<file path="config.mk">
export PLATFORM = sky130hd
export DESIGN_NAME = series_job_sequencer_flat
export DESIGN_NICKNAME = d
export VERILOG_FILES = /design/src/rtl/series_job_sequencer_if.sv /design/src/rtl/series_job_sequencer.sv /design/src/flat_wrapper.sv
export SDC_FILE = /design/constraint.sdc
export NUM_CORES = 1
export LEC_CHECK = 0
export BUFFER_PORTS_ARGS = -buffer_cell sky130_fd_sc_hd__buf_2
export CAP_MARGIN = 20
export CELL_PAD_IN_SITES_DETAIL_PLACEMENT = 1
export CELL_PAD_IN_SITES_GLOBAL_PLACEMENT = 2
export CORE_ASPECT_RATIO = 0.9
export CORE_MARGIN = 4
export CORE_UTILIZATION = 30
export DETAILED_ROUTE_END_ITERATION = 6
export PLACE_DENSITY_LB_ADDON = 0.08
export SYNTH_ARGS = -nofsm -noshare
export SYNTH_HDL_FRONTEND = slang
export SYNTH_SLANG_ARGS = --single-unit
</file>
<file path="constraint.sdc">
create_clock -name clk -period 2.6 [get_ports clk]
set_clock_uncertainty 0.05 [all_clocks]
set_input_delay 0.52 -clock clk [delete_from_list [all_inputs] [get_ports clk]]
set_output_delay 0.52 -clock clk [all_outputs]
set_load 0.02 [all_outputs]
</file>
<file path="src/rtl/series_job_sequencer_if.sv">
`default_nettype none
`timescale 1ns/1ps
//============================================================================
// Module   : series_job_sequencer_if
// Brief    : Operand stream, engine handshake and result stream bundle.
// Revision : 1.0 - initial release
//============================================================================
interface series_job_sequencer_if #(
    parameter int WIDTH = 16
);
    logic             in_valid;
    logic             in_ready;
    logic [WIDTH-1:0] in_x;
    logic [WIDTH-1:0] in_y;

    logic             eng_start;
    logic             eng_ready;
    logic [WIDTH-1:0] eng_x;
    logic [WIDTH-1:0] eng_y;
    logic [WIDTH-1:0] eng_result;

    logic             out_valid;
    logic             out_ready;
    logic [WIDTH-1:0] out_data;
    logic             out_err;

    // slave: the sequencer itself; master: host plus engine around it
    modport slave (
        input  in_valid, in_x, in_y, eng_ready, eng_result, out_ready,
        output in_ready, eng_start, eng_x, eng_y, out_valid, out_data, out_err
    );

    modport master (
        output in_valid, in_x, in_y, eng_ready, eng_result, out_ready,
        input  in_ready, eng_start, eng_x, eng_y, out_valid, out_data, out_err
    );
endinterface
`default_nettype wire

</file>
<file path="src/rtl/series_job_sequencer.sv">
`default_nettype none
`timescale 1ns/1ps
//============================================================================
// Module   : series_job_sequencer
// Brief    : Feeds one operand pair per job to the series engine, returns
//            the result and flags jobs that never complete.
// Revision : 1.0 - initial release
//============================================================================
module series_job_sequencer #(
    parameter int WIDTH        = 16,
    parameter int START_CYCLES = 1,
    parameter int TIMEOUT      = 255
) (
    input  wire logic              clk,
    input  wire logic              rst_n,
    series_job_sequencer_if.slave  bus,
    output logic                   busy,
    output logic [7:0]             jobs_done
);

    localparam int c_WD_W = ((TIMEOUT + 1) > 256) ? $clog2(TIMEOUT + 1) : 8;
    localparam int c_SC_W = (START_CYCLES > 1) ? $clog2(START_CYCLES) : 1;
    localparam logic [c_WD_W-1:0] c_WD_LAST  = c_WD_W'(TIMEOUT - 1);
    localparam logic [c_SC_W-1:0] c_SC_RELOAD = c_SC_W'(START_CYCLES - 1);

    typedef enum logic [2:0] {
        S_IDLE      = 3'd0,
        S_WAIT_RDY  = 3'd1,
        S_START     = 3'd2,
        S_WAIT_BUSY = 3'd3,
        S_WAIT_DONE = 3'd4,
        S_OUT       = 3'd5
    } state_t;

    state_t             r_state;
    logic               r_eng_start;
    logic [WIDTH-1:0]   r_eng_x;
    logic [WIDTH-1:0]   r_eng_y;
    logic               r_out_valid;
    logic [WIDTH-1:0]   r_out_data;
    logic               r_out_err;
    logic [7:0]         r_jobs_done;
    logic [c_WD_W-1:0]  r_wd;
    logic [c_SC_W-1:0]  r_sc;

    always_ff @(posedge clk or negedge rst_n) begin
        if (!rst_n) begin
            r_state     <= S_IDLE;
            r_eng_start <= 1'b0;
            r_eng_x     <= '0;
            r_eng_y     <= '0;
            r_out_valid <= 1'b0;
            r_out_data  <= '0;
            r_out_err   <= 1'b0;
            r_jobs_done <= 8'd0;
            r_wd        <= '0;
            r_sc        <= '0;
        end else begin
            case (r_state)
                S_IDLE: begin
                    if (bus.in_valid) begin
                        r_eng_x <= bus.in_x;
                        r_eng_y <= bus.in_y;
                        r_state <= S_WAIT_RDY;
                    end
                end
                S_WAIT_RDY: begin
                    if (bus.eng_ready) begin
                        r_eng_start <= 1'b1;
                        r_sc        <= c_SC_RELOAD;
                        r_state     <= S_START;
                    end
                end
                S_START: begin
                    if (r_sc == '0) begin
                        r_eng_start <= 1'b0;
                        r_wd        <= '0;
                        r_state     <= S_WAIT_BUSY;
                    end else begin
                        r_sc <= r_sc - 1'b1;
                    end
                end
                // eng_ready may still be high here: the engine has not seen start yet
                S_WAIT_BUSY: begin
                    r_wd <= r_wd + 1'b1;
                    if (r_wd == c_WD_LAST) begin
                        r_out_data  <= '0;
                        r_out_err   <= 1'b1;
                        r_out_valid <= 1'b1;
                        r_state     <= S_OUT;
                    end else if (!bus.eng_ready) begin
                        r_state <= S_WAIT_DONE;
                    end
                end
                S_WAIT_DONE: begin
                    r_wd <= r_wd + 1'b1;
                    if (bus.eng_ready) begin
                        r_out_data  <= bus.eng_result;
                        r_out_err   <= 1'b0;
                        r_out_valid <= 1'b1;
                        r_state     <= S_OUT;
                    end else if (r_wd == c_WD_LAST) begin
                        r_out_data  <= '0;
                        r_out_err   <= 1'b1;
                        r_out_valid <= 1'b1;
                        r_state     <= S_OUT;
                    end
                end
                S_OUT: begin
                    if (bus.out_ready) begin
                        r_out_valid <= 1'b0;
                        r_jobs_done <= r_jobs_done + 8'd1;
                        r_state     <= S_IDLE;
                    end
                end
                default: begin
                    r_eng_start <= 1'b0;
                    r_out_valid <= 1'b0;
                    r_state     <= S_IDLE;
                end
            endcase
        end
    end

    assign bus.in_ready  = (r_state == S_IDLE);
    assign bus.eng_start = r_eng_start;
    assign bus.eng_x     = r_eng_x;
    assign bus.eng_y     = r_eng_y;
    assign bus.out_valid = r_out_valid;
    assign bus.out_data  = r_out_data;
    assign bus.out_err   = r_out_err;
    assign busy          = (r_state != S_IDLE);
    assign jobs_done     = r_jobs_done;

endmodule
`default_nettype wire

</file>
<file path="src/flat_wrapper.sv">
// flat-port wrapper written by rule: the top's interface ports become plain ports
module series_job_sequencer_flat 
#(
    parameter int WIDTH        = 16,
    parameter int START_CYCLES = 1,
    parameter int TIMEOUT      = 255
)
  (clk, rst_n, busy, jobs_done, bus_in_valid, bus_in_x, bus_in_y, bus_eng_ready, bus_eng_result, bus_out_ready, bus_in_ready, bus_eng_start, bus_eng_x, bus_eng_y, bus_out_valid, bus_out_data, bus_out_err);
  series_job_sequencer_if #(.WIDTH(WIDTH)) bus_i ();
  input  wire logic clk;
  input  wire logic rst_n;
  output logic busy;
  output logic [7:0] jobs_done;
  input wire logic [$bits(bus_i.in_valid)-1:0] bus_in_valid;
  input wire logic [$bits(bus_i.in_x)-1:0] bus_in_x;
  input wire logic [$bits(bus_i.in_y)-1:0] bus_in_y;
  input wire logic [$bits(bus_i.eng_ready)-1:0] bus_eng_ready;
  input wire logic [$bits(bus_i.eng_result)-1:0] bus_eng_result;
  input wire logic [$bits(bus_i.out_ready)-1:0] bus_out_ready;
  output wire logic [$bits(bus_i.in_ready)-1:0] bus_in_ready;
  output wire logic [$bits(bus_i.eng_start)-1:0] bus_eng_start;
  output wire logic [$bits(bus_i.eng_x)-1:0] bus_eng_x;
  output wire logic [$bits(bus_i.eng_y)-1:0] bus_eng_y;
  output wire logic [$bits(bus_i.out_valid)-1:0] bus_out_valid;
  output wire logic [$bits(bus_i.out_data)-1:0] bus_out_data;
  output wire logic [$bits(bus_i.out_err)-1:0] bus_out_err;
  assign bus_i.in_valid = bus_in_valid;
  assign bus_i.in_x = bus_in_x;
  assign bus_i.in_y = bus_in_y;
  assign bus_i.eng_ready = bus_eng_ready;
  assign bus_i.eng_result = bus_eng_result;
  assign bus_i.out_ready = bus_out_ready;
  assign bus_in_ready = bus_i.in_ready;
  assign bus_eng_start = bus_i.eng_start;
  assign bus_eng_x = bus_i.eng_x;
  assign bus_eng_y = bus_i.eng_y;
  assign bus_out_valid = bus_i.out_valid;
  assign bus_out_data = bus_i.out_data;
  assign bus_out_err = bus_i.out_err;
  series_job_sequencer #(.WIDTH(WIDTH), .START_CYCLES(START_CYCLES), .TIMEOUT(TIMEOUT)) u_core (.clk(clk), .rst_n(rst_n), .bus(bus_i), .busy(busy), .jobs_done(jobs_done));
endmodule
</file>
==> flow_metrics.tcl <==
set metrics [dict create \
    hold_viol 0 \
    vias_per_cell 4.73 \
    switching_power_mw 1.95 \
    r2r-start "u_core.r_state[2]" \
    drt-initial-drc-count 103 \
    cts_setup_buffers 0 \
    grt_pass1_wl_mm 12.8 \
    area_growth_pct 31.2 \
    powerDensity_mw_per_mm2 1270 \
    crit_family "flip-flops" \
    switching_share_pct 38.4 \
    yosysWarningCount 0 \
    seq_area_mm2 0.00175 \
    multi_input_area_mm2 0.00116 \
    n_fill_cell 1112 \
    first_global_vias 2360 \
    path_buf_inv 2 \
    layout_common_cells "buf_2, dfrtp_1, mux2_2" \
    final_common_cell "buf_2" \
    worst_path_max_delay_cell "dfrtp_1" \
    layout-drive-gt1-share_pct 45.4 \
    cp_slowest_stage_delay_ns 0.55 \
    ir_worst_vdd_mv 0.479 \
    rsz0062_at_grt "false" \
    core-area_mm2 0.00978 \
    grt_max_degree 71 \
    grt-ovfl-total 0 \
    post-place-ws_ns 0.525 \
    initial_core_util_pct 31.2 \
    drt_wl_total_mm 7.70 \
    synth_top_area_share_pct 57.4 \
    syn_area_mm2 0.00305 \
    clk_pin_slew_ns 0.06 \
    cts_buffers 9 \
    syn-num-nets 306 \
    antenna_found_initial 0 \
    htree_num_levels 3 \
    synth_ff_type "dfrtp_1" \
    synth_cells 250 \
    nNetsFinal 418 \
    ctsHoldBuffers 0 \
    grt.total_usage_pct 13.3 \
    io_pins 114 \
    finalMaxSlewViolations 0 \
    power_frac_seq_pct 36.5 \
    finalPower_mw 5.07 \
    worstRegToRegCells 4 \
    setup_violations 0 \
    synth_seq_cells 70 \
    synthTopCellsByArea "dfrtp_1, mux2_2, a2bb2oi_1, nand2_1, nand3_1" \
    dr_wl_met3_um 584 \
    die_area_mm2 0.0119 \
    gp_congestion 0.691 \
    fmax_mhz 469 \
    root_buffer "clkbuf_16" \
    antenna_left 0 \
    crit_chain "or3_4 > inv_2 > buf_2" \
    portBuffers 113 \
    ys_seq_area_share_pct 57.4 \
    drc 0 \
    p_clk_share_pct 23.4 \
    num_rows 34 \
    worst_r2r_endpoint "u_core.bus.out_data[8]" \
    relSlewSlack_pct 59.5 \
    crit_path_end_kind "output port" \
    wl_per_cell_um 15.6 \
    ys_types 43 \
    crit_path_max_fanout 18 \
    dr.pass1.iters 4 \
    insertedDiodeCount 0 \
    min_path_type "primary input to async pin" \
    dieWidth_um 114 \
    p_leak_nw 1.98 \
    status "complete, no violations" \
    synth_edf_count 0 \
    route.met2.wl_mm 3.34 \
    setup-tns-final_ns 0 \
    top_layer_used "met4" \
    die_y_um 104 \
    internal_power_mw 3.12 \
    cts_resized 0 \
    clk-insertion-delay-late_ns 0.32 \
    fin_ws_ns 0.466 \
    vias 2328 \
    post-dp-hpwl_mm 5.55 \
    cts.sinks 70 \
    synth_top_cell_by_area "dfrtp_1" \
    cp-start-kind "flop" \
    drt-met1-wl_mm 3.72 \
    syn_avg_cell_area_um2 12.2 \
    ys_async_sr_fraction_pct 100 \
    critPathKind "flop to output port" \
    power_frac_comb_pct 40.1 \
    r2r_slack_ns 0.51 \
    cts_tree "yes" \
    period_share_pct 82.1 \
    max_cap_viol_count 0 \
    ctsLongestPathBuffers 2 \
    cp.required_ns 2.03 \
    min_period_ns 2.13 \
    arrival_ns 1.56 \
    max_slew.worst_pin.slew_ns 0.607 \
]
==> routing by layer <==
metal	vias up	GRT usage [%]
met5	-	0
met4	0	2.88
met3	4	5.42
met2	80	19.1
met1	1127	18.7
li1	1117	-
==> worst register-to-register path: stages, from the launching register on <==
cell and delay (ns):
dfrtp_1 0.64, or3b_1 0.50, a211o_1 0.54, nand2_1 0.16, a2bb2oi_1 0.07
==> sequential cells by signal, indices dropped and copies added (netlist names) <==
| name | cells |
|---|---|
| u_core.bus.eng_start | 1 |
| u_core.bus.eng_x | 16 |
| u_core.bus.eng_y | 16 |
| u_core.bus.out_data | 16 |
| u_core.bus.out_err | 1 |
| u_core.bus.out_valid | 1 |
| u_core.jobs_done | 8 |
| u_core.r_state | 3 |
| u_core.r_wd | 8 |
==> final cells by class <==
| class | instances | area share, % |
|---|---|---|
| inverter | 9 | 0.843 |
| multi-input combinational | 156 | 29.0 |
| timing repair buffer | 116 | 15.3 |
| clock buffer | 10 | 5.72 |
| tap | 126 | 3.94 |
| sequential | 70 | 43.7 |
| clock inverter | 5 | 1.50 |
==> power by group through the flow <==
stage | logic (mW) | registers [mW] | clock network, mW
3_3_place_gp | 2.04 | 1.86 | 0
3_5_place_dp | 2.08 | 1.87 | 0
2_1_floorplan | 0.931 | 2.30 | 0
6_report | 2.03 | 1.85 | 1.19
4_1_cts | 2.08 | 1.86 | 1.24
5_1_grt | 2.22 | 1.94 | 1.28
==> synthesized netlist by cell type (3+ instances only) <==
master     number
and3_1          4
nand2_1        26
buf_2           4
clkbuf_1        3
ha_1            3
xnor2_1         6
mux2_2         32
nand3_1        11
o21ai_0        11
and2_1          3
buf_4           4
inv_1           8
a21oi_1         9
nand4_1         3
dfrtp_1        70
buf_6           4
a2bb2oi_1      16
a21o_1          3
==> per-stage QoR <==
step / utilization, % / hold slack, ns / cell area [µm²] / std cells
floorplan: - / 0.174 / 3050 / 250
global placement: 38.0 / 0.418 / 3720 / 477
detailed placement: 38.0 / 0.423 / 3720 / 477
CTS: 40.9 / 0.178 / 4010 / 492
global route: 40.9 / 0.190 / 4010 / 492
finish: 40.9 / 0.163 / 4010 / 492
==> worst max path at each step <==
stage	from	endpoint	slack, ns	cells past startpoint
after CTS	u_core.r_state[2]	bus_in_ready	0.46	3
after detailed placement	u_core.r_state[2]	u_core.bus.out_data[14]	0.53	4
after global placement	u_core.r_state[2]	u_core.bus.out_data[13]	0.55	4
after global routing	u_core.r_state[2]	u_core.bus.out_data[3]	0.34	4
final	u_core.r_state[2]	bus_in_ready	0.47	3
after floorplan	u_core.r_state[2]	u_core.bus.eng_x[10]	0.65	7
==> cells by family (layout without fill, tap and decap cells) <==
group	after synthesis	after routing	share of synthesized area, %
adders and majority gates	3	3	1.23
muxes	34	34	12.5
xor gates and xnor gates	8	8	2.30
AOI/OAI and AO/OA	53	53	12.4
and+or+nand+nor	58	58	9.63
DFF	70	70	57.4
buffers and inverters	24	140	4.59
Note: power is estimated with default switching activity, not from simulation.
